===== src/rtl/pulse_rx_pkg.sv =====
// Shared state encoding and default parameters for the pulse-burst receiver.
// The bench imports this package to stay in step with the RTL defaults.
package pulse_rx_pkg;

    typedef enum logic [1:0] {
        IDLE   = 2'd0,
        ARMED  = 2'd1,
        COUNT  = 2'd2,
        REPORT = 2'd3
    } state_t;

    localparam int CNT_W_DEF       = 8;
    localparam int TIME_W_DEF      = 16;
    localparam int TIMEOUT_DEF     = 64;
    localparam int SYNC_STAGES_DEF = 2;

endpackage


===== src/rtl/sync_edge_detect.sv =====
// Multi-flop synchronizer for an asynchronous level with one-cycle rise/fall strobes.
// Reused for any asynchronous input that needs edge detection in the clk domain.
module sync_edge_detect #(
    parameter int SYNC_STAGES = 2
) (
    input  logic clk,
    input  logic rst_n,
    input  logic i_async,
    output logic p_s,
    output logic rise,
    output logic fall
);

    logic [SYNC_STAGES-1:0] r_sync;
    logic                   r_p_d;

    always_ff @(posedge clk or negedge rst_n) begin
        if (!rst_n) begin
            r_sync <= '0;
            r_p_d  <= 1'b0;
        end else begin
            r_sync <= {r_sync[SYNC_STAGES-2:0], i_async};
            r_p_d  <= r_sync[SYNC_STAGES-1];
        end
    end

    assign p_s  = r_sync[SYNC_STAGES-1];
    assign rise = p_s & ~r_p_d;
    assign fall = ~p_s & r_p_d;

endmodule


===== src/rtl/pulse_burst_receiver.sv =====
// Counts the pulses of one burst on an asynchronous line, measures the last pulse's
// high width and period, and hands the result out through a valid/ready report.
//
// state  | meaning
// IDLE   | waiting for enab; report registers and timers cleared
// ARMED  | enabled, waiting for the first rising edge
// COUNT  | counting edges and timing pulses until quiet timeout or enab drop
// REPORT | burst_valid high, results frozen until burst_ready
module pulse_burst_receiver
    import pulse_rx_pkg::*;
#(
    parameter int CNT_W       = CNT_W_DEF,
    parameter int TIME_W      = TIME_W_DEF,
    parameter int TIMEOUT     = TIMEOUT_DEF,
    parameter int SYNC_STAGES = SYNC_STAGES_DEF
) (
    input  logic              clk,
    input  logic              rst_n,
    input  logic              enab,
    input  logic              pulses,
    input  logic              burst_ready,
    output logic              burst_valid,
    output logic [CNT_W-1:0]  pulse_count,
    output logic [TIME_W-1:0] last_high,
    output logic [TIME_W-1:0] last_period,
    output logic              overflow,
    output logic              busy
);

    localparam logic [CNT_W-1:0]  CNT_MAX   = '1;
    localparam logic [TIME_W-1:0] TIME_MAX  = '1;
    localparam logic [TIME_W-1:0] QUIET_END = TIME_W'(TIMEOUT - 1);

    state_t            r_state;
    logic [CNT_W-1:0]  r_count;
    logic [TIME_W-1:0] r_per_tmr;
    logic [TIME_W-1:0] r_high_tmr;
    logic [TIME_W-1:0] r_quiet_tmr;
    logic [TIME_W-1:0] r_last_high;
    logic [TIME_W-1:0] r_last_period;
    logic              r_ovf;
    logic              r_valid;
    logic              r_busy;

    logic              w_p_s;
    logic              w_rise;
    logic              w_fall;
    logic [TIME_W-1:0] w_quiet_cur;
    logic              w_end;
    logic              w_per_sat;
    logic              w_high_sat;

    sync_edge_detect #(
        .SYNC_STAGES (SYNC_STAGES)
    ) u_sync (
        .clk     (clk),
        .rst_n   (rst_n),
        .i_async (pulses),
        .p_s     (w_p_s),
        .rise    (w_rise),
        .fall    (w_fall)
    );

    // Quiet count includes the current low cycle, so the timeout report lands
    // exactly TIMEOUT cycles after the fall seen at p_s.
    assign w_quiet_cur = (w_rise | w_fall) ? '0 : r_quiet_tmr;
    assign w_end       = ~w_p_s & ((w_quiet_cur == QUIET_END) | ~enab);
    assign w_per_sat   = (r_per_tmr == TIME_MAX);
    assign w_high_sat  = (r_high_tmr == TIME_MAX);

    always_ff @(posedge clk or negedge rst_n) begin
        if (!rst_n) begin
            r_state       <= IDLE;
            r_count       <= '0;
            r_per_tmr     <= '0;
            r_high_tmr    <= '0;
            r_quiet_tmr   <= '0;
            r_last_high   <= '0;
            r_last_period <= '0;
            r_ovf         <= 1'b0;
            r_valid       <= 1'b0;
            r_busy        <= 1'b0;
        end else begin
            case (r_state)
                IDLE: begin
                    r_count       <= '0;
                    r_per_tmr     <= '0;
                    r_high_tmr    <= '0;
                    r_quiet_tmr   <= '0;
                    r_last_high   <= '0;
                    r_last_period <= '0;
                    r_ovf         <= 1'b0;
                    if (enab) begin
                        r_state <= ARMED;
                        r_busy  <= 1'b1;
                    end
                end
                ARMED: begin
                    if (w_rise) begin
                        r_state     <= COUNT;
                        r_count     <= CNT_W'(1);
                        r_per_tmr   <= '0;
                        r_high_tmr  <= '0;
                        r_quiet_tmr <= '0;
                    end else if (!enab) begin
                        r_state <= IDLE;
                        r_busy  <= 1'b0;
                    end
                end
                COUNT: begin
                    if (w_rise) begin
                        if (r_count == CNT_MAX) r_ovf <= 1'b1;
                        else                    r_count <= r_count + CNT_W'(1);
                        r_last_period <= w_per_sat ? TIME_MAX : r_per_tmr + TIME_W'(1);
                        r_per_tmr     <= '0;
                        r_high_tmr    <= '0;
                    end else begin
                        if (w_per_sat) r_ovf <= 1'b1;
                        else           r_per_tmr <= r_per_tmr + TIME_W'(1);
                        if (w_p_s) begin
                            if (w_high_sat) r_ovf <= 1'b1;
                            else            r_high_tmr <= r_high_tmr + TIME_W'(1);
                        end
                    end
                    if (w_fall) begin
                        r_last_high <= w_high_sat ? TIME_MAX : r_high_tmr + TIME_W'(1);
                        r_high_tmr  <= '0;
                    end
                    r_quiet_tmr <= w_p_s ? '0 : w_quiet_cur + TIME_W'(1);
                    if (w_end) begin
                        r_state <= REPORT;
                        r_valid <= 1'b1;
                        r_busy  <= 1'b0;
                    end
                end
                REPORT: begin
                    if (burst_ready) begin
                        r_state <= IDLE;
                        r_valid <= 1'b0;
                    end
                end
                default: begin
                    r_state <= IDLE;
                    r_valid <= 1'b0;
                    r_busy  <= 1'b0;
                end
            endcase
        end
    end

    assign burst_valid = r_valid;
    assign pulse_count = r_count;
    assign last_high   = r_last_high;
    assign last_period = r_last_period;
    assign overflow    = r_ovf;
    assign busy        = r_busy;

endmodule


===== config.mk =====
export PLATFORM = sky130hd
export DESIGN_NAME = pulse_burst_receiver
export DESIGN_NICKNAME = d
export VERILOG_FILES = /design/src/rtl/pulse_rx_pkg.sv /design/src/rtl/sync_edge_detect.sv /design/src/rtl/pulse_burst_receiver.sv
export SDC_FILE = /design/constraint.sdc
export NUM_CORES = 1
export LEC_CHECK = 0
export CAP_MARGIN = 20
export CORE_AREA = 2 2 106 108
export CTS_CLUSTER_DIAMETER = 80
export DETAILED_ROUTE_END_ITERATION = 8
export DIE_AREA = 0 0 108 110
export GPL_ROUTABILITY_DRIVEN = 1
export GPL_TIMING_DRIVEN = 0
export PLACE_DENSITY = 0.72
export SYNTH_ARGS = -nofsm -noshare
export SYNTH_HDL_FRONTEND = slang
export SYNTH_HIERARCHICAL = 1
export SYNTH_SLANG_ARGS = --single-unit

===== constraint.sdc =====
create_clock -name clk -period 2.7 [get_ports clk]
set_clock_uncertainty 0.05 [all_clocks]
set_input_delay 0.54 -clock clk [delete_from_list [all_inputs] [get_ports clk]]
set_output_delay 0.54 -clock clk [all_outputs]
set_load 0.02 [all_outputs]

---- Word-level counts from Yosys, hierarchy flattened ----
Cells that the tools add are included.
cells by class
  equality and inequality tests ........... 21
  bitwise logic cells ..................... 8
  mux-type cells .......................... 42
  reduce and logical (&&, ||, !) cells .... 14
  add/subtract/negate cells ............... 4
operators with widths
  operator                                                                number
  16-bit two-way mux                                                      13
  16-bit case mux with 3 select lines                                     3
  16-bit case mux with 2 select lines                                     2
  16-bit by 1-bit adder with 16-bit output, second input constant         3
  16-bit equality test, second input constant                             2
  8-bit two-way mux                                                       3
  8-bit case mux with 3 select lines                                      1
  2-bit != test, second input constant                                    9
  16-bit by 6-bit equality test with 1-bit output, second input constant  1
  4-bit AND reduction                                                     3
  1-bit two-way mux                                                       11
  2-bit two-way mux                                                       5
  3-bit != test, second input constant                                    3
  8-bit by 1-bit adder with 8-bit output, second input constant           1
  8-bit equality test, second input constant                              1
  2-bit case mux with 4 select lines                                      1
  2-bit AND reduction                                                     4
  3-bit AND reduction                                                     2
  5-bit AND reduction                                                     1
  2-bit equality test, second input constant                              2
  4-bit by 3-bit != test with 1-bit output, second input constant         1
  4-bit != test, second input constant                                    1
  1-bit case mux with 2 select lines                                      2
  2-bit nonzero test                                                      2
  7 further kinds                                                         12
word-level totals
  register bits ........................... 96
  output and inout bits ................... 43
  bits of input ports ..................... 5
  logic and storage cells ................. 101

---- Logic depth before layout (Yosys ltp) ----
Gate-level depths: netlist (run 1).
  word-level depth ........................ 9
  depth in mapped cells ................... 10
  mapped depth without buffers ............ 9

---- By module ----
The synthesis (run 1) kept the hierarchy.
modules (own cells, without submodules)
  module                times used  cells an instance  area each (sq um)  seq. area each (sq um)
  pulse_burst_receiver  1           570                5137.4             2327.2
  sync_edge_detect      1           5                  90.1               75.1

---- Worst setup path before layout (run 1) ----
Ideal clock, no wire load.
  kind .................................... register to register
  start point ............................. register u_sync.r_sync[1]
  end point ............................... register r_busy (netlist: busy)
  clock period less this slack ............ 2490 ps
  required time ........................... 2571 ps
  path buffers ............................ 1
  library setup time ...................... 79 ps
  arrival time ............................ 2360 ps
  path slack .............................. 210 ps
  stages on the path, launching flop included .. 11
  path through ............................ dfrtp_1 > and2b_2 > nor2_2 > clkbuf_1 > and2_1 > ha_1 > nand3_1 > nor4_1 > a31oi_1 > a21oi_1 > mux2i_1
on the way
  longest elaborated chain between the ends .. 9
  elaborated cells between the ends (all ways) .. 11
  classes of those cells .................. eq/ne: 3; mux: 1; bitwise: 6; reduce/logical: 1
RTL lines
  element                                          line                         source
  start, declared                                  sync_edge_detect.sv:14       logic [SYNC_STAGES-1:0] r_sync;
  start signal, assigned                           sync_edge_detect.sv:22       r_sync <= {r_sync[SYNC_STAGES-2:0], i_async};
  1-bit inverter                                   sync_edge_detect.sv:29       assign fall = ~p_s & r_p_d;
  1-bit bitwise AND                                sync_edge_detect.sv:29
  named net w_fall                                 pulse_burst_receiver.sv:47   logic w_fall;
  1-bit bitwise OR                                 pulse_burst_receiver.sv:66   assign w_quiet_cur = (w_rise | w_fall) ? '0 : r_quiet_tmr;
  16-bit two-way mux                               pulse_burst_receiver.sv:66
  16-bit by 6-bit equality test with 1-bit output  pulse_burst_receiver.sv:67   assign w_end = ~w_p_s & ((w_quiet_cur == QUIET_END) | ~enab);
  1-bit bitwise OR                                 pulse_burst_receiver.sv:67
  1-bit bitwise AND                                pulse_burst_receiver.sv:67
  2-bit != test (no line)                          --
  5-bit AND reduction (no line)                    --
  end signal, assigned                             pulse_burst_receiver.sv:82   r_busy <= 1'b0;
  end signal, assigned                             pulse_burst_receiver.sv:95   r_busy <= 1'b1;
  end signal, assigned                             pulse_burst_receiver.sv:107  r_busy <= 1'b0;
  end, declared                                    pulse_burst_receiver.sv:43   logic r_busy;
The timed path passes the listed nets, and every way through them passes these cells.
A chain may end at the register's enable or synchronous reset.

==> run metrics, run 1 <==
status=finished, final reports clean; Final period util=0.938; Post-Route WL=12.9 mm; Final Total Pwr=3.70 mW; Crit. path cell count=11; Clk network pwr share=0.265; # setup viols final=0; CTS root buf=clkbuf_8; Max Freq=0.395 GHz; share of layout cells above drive strength 1=0.0859; hpwl dp=9.08 mm; Crit Path Max Fanout=10; CP Class=register to register; flop-to-flop setup slack=170 ps; Post-CTS Hold Buffers=0; Internal=2.31 mW; worst hold slack=43.0 ps; fin crit period=2530 ps; HP Class=input port to async pin; FP Rows=38; clock transition at the registers of the reported paths=100 ps; Worst slew margin=0.472; # nets final=649; Die Ht=110 µm; Worst path max stage delay=410 ps; worst setup path startpoint=u_sync/r_sync[1]; final hold viol count=0; CTS sink count=96; die area=11900 µm²; Post-Syn Area=5230 µm²; most frequent cells in the layout=dfrtp_1 (96), nand2_1 (91), o21ai_0 (53); commonest non-fill, non-tap cell in the layout=dfrtp_1; R2R depth=11; Async S/R FF share, synth=1.00; Tot GR Track Use=0.230; core area=10700 µm²; Sw Ratio=0.375; peak supply drop=0.279 mV; drt wl/cell=16.6 µm; first-pass GRT wire length=21.5 mm; distinct cell type count after synthesis=59; reg-to-reg startpoint=u_sync/r_sync[1]; Die Wd=108 µm; Slew Limit Fails=0; H-tree Lvls=3; PortBufs=47; Detailed Route Iter0 Violations=279; First-pass DRT Iterations=5; Initial Util=0.489; TritonCTS buffer count=9; crit path max-delay cell type=dfrtp_1; I/O pin count=48; CTS tree=done; Seq/Total Area, Yosys=0.460; Area Growth Syn to Fin=17.9%; most used cell, CP=and2_1; unrepaired setup endpoints after global routing=false; cells along the critical path=and2b_4 -> nor2_4 -> clkbuf_4 -> and2_1 -> ha_1 -> nand3_4 -> nor4_4 -> buf_4 -> a21o_1 -> and2_1 -> a41o_1; CTS max path bufs=2; Syn Inst Count=575; largest net degree at the start of global routing=66; Post-synth EDFFs=0; Worst Path Required=2920 ps; post-route setup slack=168 ps; vias per cell=5.95; critical path startpoint category=register; vias=4638; Setup crit end kind=register; Psw=1.39 mW; DRC Markers=0; CP top delay family=simple AND/OR/NAND/NOR gates; Layout Cells excl Fill=780; Worst Path Arrival=2750 ps; remaining global-route overflow=0; max cap viols=0; RePlAce Congestion=0.895; Flop pwr share=0.422; Crit path buffers/inverters=2; ANT cells=0; Synth Flop Type=dfrtp_1; average cell area after synthesis=9.09 µm²; initial antenna violation count=0; vias in the first global route=4380; combinational power share=0.313; #FFs+latches synth=96; Place WS=-375 ps; post-synthesis net count=589; Worst-Skew Late Latency=380 ps; P_leak=2.60 nW; synth warn=6; dpl cells=763; power density over the cells=600 nW/µm²; Post-DRT Antenna Nets=0; Worst-Margin Slew=785 ps
## worst min path at each step
stage / startpoint / to / cells past startpoint
detailed placement: u_sync/r_sync[0] / u_sync/r_sync[1] / 0
CTS: rst_n / r_quiet_tmr[14] / 1
global placement: u_sync/r_sync[0] / u_sync/r_sync[1] / 0
global route: rst_n / r_quiet_tmr[14] / 1
floorplan: rst_n / async pin / 0
finish: rst_n / r_quiet_tmr[14] / 1
## cells by family after synthesis
family	after synthesis	synth area share
and+or+nand+nor	215	0.209
AOI/OAI and AO/OA	181	0.222
DFF	96	0.460
buffers and inverters	47	0.0416
xor gates and xnor gates	24	0.0402
adders and majority gates	9	0.0215
muxes	3	0.00574
## cells in the mapped netlist (8+ instances only)
master    count  share of area
dfrtp_1      96           0.46
nand2_1      91          0.065
o21ai_0      53          0.051
a21oi_1      29          0.028
nand3_1      27          0.026
nor2_1       24          0.017
clkbuf_1     17          0.012
a31oi_1      15          0.018
inv_1        15          0.011
o21ai_1      15          0.014
o31ai_1      15          0.022
and3_1       14          0.017
xor2_1       13          0.022
nand4_1      12          0.014
a21o_1       11          0.016
xnor2_1      11          0.018
buf_2         9         0.0086
ha_1          9          0.022
and4_1        8          0.013
## registers in the layout (all words and copies together), names as in the netlist, named ones only
signal and cells:
overflow 1, burst_valid 1, r_per_tmr 16, u_sync/r_p_d 1, r_state 1, busy 1
pulse_count 8, u_sync/r_sync 2, last_period 16, r_quiet_tmr 16, last_high 16, r_high_tmr 16
## final cells by class
cell class / count / area, µm²
flip-flops and latches: 96 / 2400
repair buffers: 49 / 503
fillers: 961 / 4530
clock buffers: 13 / 159
clock inverters: 3 / 40.0
multi-input cells: 432 / 2660
well taps: 140 / 175
plain buffers: 32 / 165
inverters: 15 / 56.3
## through the flow
step           TNS, ps  utilization  cell area [µm²]
2_1_floorplan        0            -             5230
3_3_place_gp   -252450        0.549             5870
3_5_place_dp     -1760        0.551             5900
4_1_cts              0        0.572             6120
5_1_grt              0        0.576             6160
6_report             0        0.576             6160
## power groups by stage
| stage | logic, mW | registers (mW) | clock network (mW) |
|---|---|---|---|
| 2_1_floorplan | 0.692 | 1.61 | 0 |
| 3_3_place_gp | 1.10 | 1.58 | 0 |
| 3_5_place_dp | 1.13 | 1.59 | 0 |
| 4_1_cts | 1.13 | 1.56 | 0.991 |
| 5_1_grt | 1.27 | 1.57 | 1.05 |
| 6_report | 1.16 | 1.56 | 0.981 |
## metal layers
layer | routed length [µm] | GRT usage | up-vias
li1 | - | - | 2221
met1 | 5950 | 0.319 | 2243
met2 | 6060 | 0.371 | 163
met3 | 750 | 0.0312 | 11
met4 | 170 | 0.0815 | 0
met5 | 0 | 0 | -
## repair_timing
item                                   CTS  global route
cloned                                   0             0
setup buffers                            1             0
endpoints found under the hold margin    0             0
pin swaps                                2             0
resized for setup                        5             8
setup endpoints to repair                9            18
(Power assumes the default switching activity.)
==> run 2: changes to the inputs <==
Settings changed: PLACE_DENSITY 0.72 to 0.69.
Clock period 2.7 ns to 2.5 ns, I/O delays scaled along.
==> run 2 against run 1 <==
  * First-iteration DRC count up 25%
  * Register-to-register slack got worse by 90 ps
  * Total power increased by 11%
  * Non-clock buffer count grew 7
  * Final cell count increased by 0.90%
  * Count of clock-buffer cells in the layout shrank 2
  * Sequential power rose by 8%
  * Via count is 0.80% higher
  * Hold slack worse by 33 ps
==> run metrics, run 2 (same netlist as run 1, synthesis figures left out) <==
status=finished, final reports clean (unchanged); first-pass GRT wire length=21.6 mm (was 21.5 mm); Final Cell Area=6290 µm² (was 6160 µm²); Layout Cells excl Fill=787 (was 780); Final period util=0.969 (was 0.938); register area=2400 µm² (unchanged); Area Growth Syn to Fin=20.4% (was 17.9%); flop-to-flop setup slack=80 ps (was 170 ps); dpl cell area=5900 µm² (unchanged); Die Wd=108 µm (unchanged); hpwl dp=9.09 mm (was 9.08 mm); Place WS=-579 ps (was -375 ps); CTS tree=done (unchanged); initial antenna violation count=0 (unchanged); post-route setup slack=77.1 ps (was 168 ps); reg-to-reg startpoint=u_sync/r_sync[1] (unchanged); Worst slew margin=0.507 (was 0.472); core area=10700 µm² (unchanged); Worst path max stage delay=390 ps (was 410 ps); Crit. path cell count=10 (was 11); Detailed Route Iter0 Violations=348 (was 279); met2 routed WL=6.00 mm (was 6.06 mm); worst setup path startpoint=u_sync/r_sync[1] (unchanged); critical path startpoint category=register (unchanged); CTS sink count=96 (unchanged); die area=11900 µm² (unchanged); # setup viols final=0 (unchanged); Crit Path Max Fanout=5 (was 10); HP Class=input port to async pin (unchanged); fin crit period=2420 ps (was 2530 ps); largest net degree at the start of global routing=64 (was 66); DRC Markers=0 (unchanged); CTS root buf=clkbuf_8 (unchanged); crit path max-delay cell type=dfrtp_1 (unchanged); CTS max path bufs=2 (unchanged); remaining global-route overflow=0 (unchanged); top sig layer=met4 (unchanged); PortBufs=47 (unchanged); M1 wire length=6.18 mm (was 5.95 mm); I/O pin count=48 (unchanged); R2R depth=10 (was 11); Setup crit end kind=register (unchanged); H-tree Lvls=3 (unchanged); area of the multi-input gates=2730 µm² (was 2660 µm²); routed wl met3=611 µm (was 750 µm); Post-DRT Antenna Nets=0 (unchanged); Die Ht=110 µm (unchanged); FP Rows=38 (unchanged); max cap viols=0 (unchanged); dpl cells=763 (unchanged); Worst-Skew Late Latency=370 ps (was 380 ps); Fillers=953 (was 961); CP Class=register to register (unchanged); commonest non-fill, non-tap cell in the layout=dfrtp_1 (unchanged); drt wl/cell=16.5 µm (was 16.6 µm); share of layout cells above drive strength 1=0.116 (was 0.0859); clock transition at the registers of the reported paths=90 ps (was 100 ps); power density over the cells=649 nW/µm² (was 600 nW/µm²); cells along the critical path=and2b_4 -> nor2_4 -> buf_6 -> and2_1 -> ha_4 -> nand3_4 -> nor4_4 -> a21o_1 -> a31oi_1 -> a41o_1 (was and2b_4 -> nor2_4 -> clkbuf_4 -> and2_1 -> ha_1 -> nand3_4 -> nor4_4 -> buf_4 -> a21o_1 -> and2_1 -> a41o_1); # nets final=657 (was 649); final hold viol count=0 (unchanged); Worst Path Arrival=2640 ps (was 2750 ps); peak supply drop=0.389 mV (was 0.279 mV); RePlAce Congestion=0.864 (was 0.895); vias per cell=5.94 (was 5.95); Max Freq=0.413 GHz (was 0.395 GHz); Tot GR Track Use=0.230 (about the same); vias=4675 (was 4638); TritonCTS buffer count=9 (unchanged); Post-CTS Hold Buffers=0 (unchanged); First-pass DRT Iterations=5 (unchanged); P_leak=2.66 nW (was 2.60 nW); Worst-Margin Slew=734 ps (was 785 ps); most frequent cells in the layout=dfrtp_1 (96), nand2_1 (90), o21ai_0 (53) (was dfrtp_1 (96), nand2_1 (91), o21ai_0 (53)); Crit path buffers/inverters=1 (was 2); Worst Path Required=2720 ps (was 2920 ps); Post-Route WL=13.0 mm (was 12.9 mm); ANT cells=0 (unchanged); vias in the first global route=4388 (was 4380); Initial Util=0.489 (unchanged); CP top delay family=simple AND/OR/NAND/NOR gates (unchanged); Slew Limit Fails=0 (unchanged)
[run 2: worst reg2reg max path: cells and delay by family, from the launching register on]
| family | cells | cell delay, ps |
|---|---|---|
| AOI/OAI and AO/OA | 3 | 510 |
| adders and majority gates | 1 | 170 |
| buffers and inverters | 1 | 140 |
| DFF | 1 | 390 |
| and+or+nand+nor | 5 | 1070 |
[run 2: through the flow]
step | hold slack, ps | util | TNS, ps | power [mW]
after global routing | 36.9 | 0.588 | -0.316 | 4.32
final | 10.1 | 0.588 | 0 | 4.09
after CTS | 21.7 | 0.575 | 0 | 4.04
after global placement | 283 | 0.549 | -266720 | 2.91
after floorplan | 154 | - | 0 | 2.48
after detailed placement | 290 | 0.551 | -3620 | 2.93
[run 2: worst min-delay path by stage]
stage / endpoint / depth (start not counted)
after floorplan: async pin / 0
after global placement: u_sync/r_sync[1] / 0
after detailed placement: u_sync/r_sync[1] / 0
after CTS: last_period[4] / 1
after global routing: last_period[4] / 1
final: last_period[4] / 1
[run 2: what timing repair did]
item                       4_1_cts  5_1_grt
gates resized for setup         12       24
setup endpoints to repair       26       42
gates cloned                     0        1
pin swaps                        1        4
buffers inserted                 0        9
[run 2: layer usage]
| layer | vias up | global-route usage |
|---|---|---|
| li1 | 2243 | - |
| met4 | 0 | 0.0870 |
| met5 | - | 0 |
| met2 | 147 | 0.363 |
| met3 | 14 | 0.0241 |
| met1 | 2271 | 0.331 |
[run 2: report_power, final]
group | internal, mW | switching, mW
registers | 1.61 | 0.0671
clock network | 0.556 | 0.533
logic | 0.403 | 0.915
total | 2.57 | 1.52
[run 2: layout make-up]
type | instances | area share
Multi-Input combinational cell | 433 | 0.433
Clock buffer | 11 | 0.0209
Buffer | 31 | 0.0272
Clock inverter | 4 | 0.0111
Sequential cell | 96 | 0.382
Timing Repair Buffer | 57 | 0.0894
Tap cell | 140 | 0.0278
Inverter | 15 | 0.00894
